File: src/rtl/cgra_sram_initiator.sv
// Streams word-addressed command bursts between write/read stream ports and a single-port SRAM.
// Optional SRAM retention control is built when CGRA_SRAM_INITIATOR_RETENTION_EN is defined.
module cgra_sram_initiator #(
  parameter int unsigned NumWords      = 1024,
  parameter int unsigned AddrWidth     = (NumWords <= 1) ? 1 : $clog2(NumWords),
  parameter int unsigned RetIdleCycles = 16
) (
  input  logic                 clk_i,
  input  logic                 rst_i,
  input  logic                 cmd_valid_i,
  output logic                 cmd_ready_o,
  input  logic                 cmd_write_i,
  input  logic [AddrWidth-1:0] cmd_addr_i,
  input  logic [AddrWidth:0]   cmd_len_i,
  input  logic                 wr_valid_i,
  output logic                 wr_ready_o,
  input  logic [31:0]          wr_data_i,
  input  logic [3:0]           wr_be_i,
  output logic                 rd_valid_o,
  input  logic                 rd_ready_i,
  output logic [31:0]          rd_data_o,
  output logic                 sram_req_o,
  output logic                 sram_we_o,
  output logic [AddrWidth-1:0] sram_addr_o,
  output logic [31:0]          sram_wdata_o,
  output logic [3:0]           sram_be_o,
  input  logic [31:0]          sram_rdata_i,
  output logic                 sram_set_retentive_o,
  output logic                 busy_o,
  output logic                 done_o
);
  localparam int unsigned LenWidth = AddrWidth + 1;
  localparam logic [AddrWidth-1:0] LastAddr = AddrWidth'(NumWords - 1);

  typedef enum logic [2:0] {StIdle, StWake, StWrite, StRead, StDone} state_e;

  state_e               state_q, state_d;
  logic [AddrWidth-1:0] addr_q, addr_d;
  logic [LenWidth-1:0]  issue_left_q, issue_left_d;
  logic [LenWidth-1:0]  pop_left_q, pop_left_d;
  logic                 write_q, write_d;
  logic                 inflight_q, inflight_d;
  logic [1:0][31:0]     fifo_q, fifo_d;
  logic                 rptr_q, rptr_d, wptr_q, wptr_d;
  logic [1:0]           count_q, count_d;
  logic                 ret_active;
  logic                 accept, wr_fire, rd_issue, pop, fifo_pop, push;

  always_comb begin
    accept   = cmd_valid_i && (state_q == StIdle);
    wr_fire  = (state_q == StWrite) && wr_valid_i;
    rd_issue = (state_q == StRead) && (issue_left_q != '0) &&
               ((count_q + {1'b0, inflight_q}) < 2'd2);
    // Returning data bypasses an empty FIFO so a word is visible in the cycle it arrives.
    rd_valid_o = (count_q != 2'd0) || inflight_q;
    rd_data_o  = (count_q != 2'd0) ? fifo_q[rptr_q] : (inflight_q ? sram_rdata_i : 32'h0);
    pop        = rd_valid_o && rd_ready_i;
    fifo_pop   = pop && (count_q != 2'd0);
    push       = inflight_q && ((count_q != 2'd0) || !rd_ready_i);

    cmd_ready_o  = (state_q == StIdle);
    busy_o       = (state_q != StIdle);
    done_o       = (state_q == StDone);
    wr_ready_o   = (state_q == StWrite);
    sram_req_o   = wr_fire || rd_issue;
    sram_we_o    = wr_fire;
    sram_addr_o  = ((state_q == StWrite) || (state_q == StRead)) ? addr_q : '0;
    sram_wdata_o = (state_q == StWrite) ? wr_data_i : 32'h0;
    sram_be_o    = (state_q == StWrite) ? wr_be_i : (rd_issue ? 4'hF : 4'h0);
    sram_set_retentive_o = ret_active;
  end

  always_comb begin
    state_d      = state_q;
    addr_d       = addr_q;
    issue_left_d = issue_left_q;
    pop_left_d   = pop_left_q;
    write_d      = write_q;
    inflight_d   = rd_issue;
    fifo_d       = fifo_q;
    rptr_d       = rptr_q;
    wptr_d       = wptr_q;
    count_d      = count_q + {1'b0, push} - {1'b0, fifo_pop};

    if (sram_req_o) begin
      addr_d       = (addr_q == LastAddr) ? '0 : addr_q + 1'b1;
      issue_left_d = issue_left_q - 1'b1;
    end
    if (pop) pop_left_d = pop_left_q - 1'b1;
    if (push) begin
      fifo_d[wptr_q] = sram_rdata_i;
      wptr_d         = ~wptr_q;
    end
    if (fifo_pop) rptr_d = ~rptr_q;

    unique case (state_q)
      StIdle: begin
        if (accept) begin
          addr_d       = cmd_addr_i;
          issue_left_d = cmd_len_i;
          pop_left_d   = cmd_len_i;
          write_d      = cmd_write_i;
          if (cmd_len_i == '0)  state_d = StDone;
          else if (ret_active) state_d = StWake;
          else                 state_d = cmd_write_i ? StWrite : StRead;
        end
      end
      StWake:  state_d = write_q ? StWrite : StRead;
      StWrite: if (wr_fire && (issue_left_q == LenWidth'(1))) state_d = StDone;
      StRead:  if (pop && (pop_left_q == LenWidth'(1))) state_d = StDone;
      StDone:  state_d = StIdle;
      default: state_d = StIdle;
    endcase
  end

  always_ff @(posedge clk_i) begin
    if (rst_i) begin
      state_q      <= StIdle;
      addr_q       <= '0;
      issue_left_q <= '0;
      pop_left_q   <= '0;
      write_q      <= 1'b0;
      inflight_q   <= 1'b0;
      fifo_q       <= '0;
      rptr_q       <= 1'b0;
      wptr_q       <= 1'b0;
      count_q      <= 2'd0;
    end else begin
      state_q      <= state_d;
      addr_q       <= addr_d;
      issue_left_q <= issue_left_d;
      pop_left_q   <= pop_left_d;
      write_q      <= write_d;
      inflight_q   <= inflight_d;
      fifo_q       <= fifo_d;
      rptr_q       <= rptr_d;
      wptr_q       <= wptr_d;
      count_q      <= count_d;
    end
  end

`ifdef CGRA_SRAM_INITIATOR_RETENTION_EN
  localparam int unsigned IdleWidth = (RetIdleCycles < 2) ? 1 : $clog2(RetIdleCycles);

  logic [IdleWidth-1:0] idle_cnt_q, idle_cnt_d;
  logic                 ret_q, ret_d;

  always_comb begin
    idle_cnt_d = idle_cnt_q;
    ret_d      = ret_q;
    if (accept) begin
      idle_cnt_d = '0;
      ret_d      = 1'b0;
    end else if (state_q != StIdle) begin
      idle_cnt_d = '0;
    end else if (!ret_q) begin
      if (idle_cnt_q == IdleWidth'(RetIdleCycles - 1)) ret_d = 1'b1;
      else idle_cnt_d = idle_cnt_q + 1'b1;
    end
  end

  always_ff @(posedge clk_i) begin
    if (rst_i) begin
      idle_cnt_q <= '0;
      ret_q      <= 1'b0;
    end else begin
      idle_cnt_q <= idle_cnt_d;
      ret_q      <= ret_d;
    end
  end

  assign ret_active = ret_q;
`else
  logic unused_ret_idle;
  assign unused_ret_idle = ^RetIdleCycles;
  assign ret_active      = 1'b0;
`endif

endmodule

File: config.mk
export PLATFORM = sky130hd
export DESIGN_NAME = cgra_sram_initiator
export DESIGN_NICKNAME = d
export VERILOG_FILES = /design/src/rtl/cgra_sram_initiator.sv
export SDC_FILE = /design/constraint.sdc
export NUM_CORES = 1
export LEC_CHECK = 0
export ABC_AREA = 0
export CORE_AREA = 2 2 150 93
export CTS_BUF_LIST = sky130_fd_sc_hd__clkbuf_8
export DETAILED_ROUTE_END_ITERATION = 8
export DIE_AREA = 0 0 152 95
export PLACE_DENSITY = 0.78
export SYNTH_ARGS = -nofsm -noshare
export SYNTH_HDL_FRONTEND = slang
export SYNTH_SLANG_ARGS = --single-unit
File: constraint.sdc
create_clock -name clk_i -period 2.2 [get_ports clk_i]
set_input_delay 0.33 -clock clk_i [delete_from_list [all_inputs] [get_ports clk_i]]
set_output_delay 0.33 -clock clk_i [all_outputs]
set_load 0.02 [all_outputs]
==> results.ini <==
[finish]
post-route-util_pct = 60.3
area_delta_synth_final_pct = 44.2
seq_area_um2 = 2110
final_cell_mix = 148 x nand2_1, 96 x dfxtp_1, 95 x clkdlybuf4s50_1
drive_gt1_share_pct = 17.9
fillCellCount = 1206
antenna_cells = 0
nets = 1026
multi_input_area_um2 = 3320
final_common_cell = nand2_1

[setup_path]
reg2reg_slack_ps = -30
cp_cell_sequence = or4_4 > and4bb_2 > buf_6 > nor2_4 > a21o_1 > buf_6
slowest_delay_ps = 550
cp_max_fo = 4
slowest_stage = or4_4
cp-end-kind = output pin
cp_data_required_time_ps = 1870
crit_arrival_ps = 2050
path_class = register to output pin
cpMostUsedCell = buf_6
startpoint_type = register

[hold_path]
hp-class = input pin to register

[yosys]
postSynth.asyncResetShare_pct = 0
ys.flop_type = dfxtp_1
synth_cell_types = 55
syn_avg_cell_area_um2 = 7.60
synth_edf_count = 0
synth_seq_area_share_pct = 37.9
synth-warning-count = 0
synth_nets = 833
synth_seq_cells = 105
syn-cell-area_um2 = 5550
syn_inst = 730

[cts]
cts_sinks = 105
cts_tree = yes
clk_pin_slew_ps = 100
cts_made_buffers = 9
htreeDepth = 3
clockBufferDepth = 2
root_buffer = clkbuf_8
insertion_delay_ps = 380
holdBufCountCts = 0

[route]
route.met3.wl_um = 1130
finalWirelength_um = 16600
num_vias = 5819
wl_met2_um = 7140
drt_iter0_drc = 385
postRouteAntennaNets = 0
avgViaCountPerCell = 5.28
wl_per_cell_um = 15.1
m1WireLength_um = 8220
drc = 0
top_layer = met4
drtPass1Iterations = 4

[global_routing]
grt_max_degree = 39
grt_first_pass_wirelength_um = 26300
grt_pass1_vias = 5258
grt_overflow = 0
grtUsageTotal_pct = 22.3
antenna_found_initial = 0

[timing]
hold_viol = 0
worstMarginPinSlew_ps = 591
rsz0062_at_grt = true
fmax_ghz = 0.421
min_period_ps = 2380
timing.final.crit_share_pct = 108
final.setup_skew_ps = 13.8
worst_slack_ps = -176
setup_violations = 7
drv_slew = 0
relSlewSlack_pct = 60.2
whs_ps = 458

[floorplanning]
die_x_um = 152
top_level_ports = 181
die_h_um = 95
num_rows = 33
design.die.area_um2 = 14400
start_util_pct = 41.9
core_area_um2 = 13300

[placement]
gp_congestion = 0.872
port_buffers = 179
dpl.hpwl_um = 11900
place_ws_ps = -146

[run]
cap_violations = 0

[power]
irDropWorstVdd_mv = 0.478
power_density_nw_per_um2 = 833
power.leakage_nw = 3.07

[outcome]
status = finished, violations left
violations = negative setup slack

Yosys cell counts (all sizes together), types with 10 or more instances:
| library cell | number | area, um2 |
|---|---|---|
| nand2 | 148 | 556 |
| dfxtp | 105 | 2100 |
| a21oi | 82 | 410 |
| clkbuf | 50 | 188 |
| and2 | 44 | 275 |
| o21ai | 41 | 205 |
| nand3 | 39 | 195 |
| mux2i | 33 | 330 |
| nor2 | 27 | 101 |
| nor3 | 14 | 70.1 |
| inv | 12 | 45.0 |
| or3 | 11 | 73.8 |
| a31oi | 10 | 62.6 |
| nor4 | 10 | 62.6 |
| o21bai | 10 | 75.1 |
logic make-up (layout without fill, tap and decap cells):
kind of cell,count (synthesis),count (layout),synth area share [%]
other cells,1,1,0.0676
compound gates,170,170,17.8
mux,33,33,5.95
buf+inv,67,265,4.80
fa+ha+maj,8,8,1.80
xor+xnor,13,13,2.05
simple gates,333,333,29.6
flops,105,105,37.9
metrics by stage:
step	instances	power, mW	cell area (um2)	setup TNS, ps
2_1_floorplan	730	3.99	5550	0
5_1_grt	1103	7.08	8000	-1530
3_3_place_gp	1073	5.30	7740	-780
4_1_cts	1091	6.48	7920	-977
3_5_place_dp	1073	5.34	7740	-1040
6_report	1103	6.66	8000	-824
final timing paths:
kind,end,start,cells past startpoint
max reg2reg,addr_q[9]$_SDFF_PP0_,issue_left_q[4]$_SDFF_PP0_,9
max,sram_be_o[0],issue_left_q[4]$_SDFF_PP0_,6
min reg2reg,fifo_q[3]$_SDFFE_PP0P_,fifo_q[3]$_SDFFE_PP0P_,2
min,wptr_q$_SDFFE_PP0P_,rst_i,2
cell type report:
type	count	area share [%]
sequential	105	26.4
multi-input combinational	558	41.5
timing repair buffer	237	26.4
inverter	12	0.563
clock buffer	10	1.72
clock inverter	6	0.720
tap	175	2.74
critical path, delay by kind of cell, from the launching register on:
| family | cells | cell delay (ps) |
|---|---|---|
| compound gates | 1 | 160 |
| buf+inv | 2 | 250 |
| flops | 1 | 330 |
| simple gates | 3 | 960 |
layer usage:
metal	up-vias	global-route usage, %
met4	0	4.21
li1	2907	-
met3	14	5.05
met5	-	0
met1	2704	32.4
met2	194	34.2
sequential cells by signal, indices dropped and copies added, names as in the netlist:
name,count
addr_q,10
count_q,2
fifo_q,64
inflight_q,1
issue_left_q,11
pop_left_q,11
rptr_q,1
state_q,3
wptr_q,1
write_q,1
power by group:
group | switching [mW] | internal [mW] | total (mW)
Combinational | 1.72 | 1.46 | 3.18
Clock | 0.705 | 0.471 | 1.18
Sequential | 0.197 | 2.11 | 2.30
what timing repair did:
action,CTS,global route
setup endpoints to repair,93,69
pin swaps,4,12
gates resized for setup,124,136
endpoints found under the hold margin,0,0
buffers inserted,2,11
gates cloned,0,1
No activity file was read; power rests on OpenSTA's default activity.
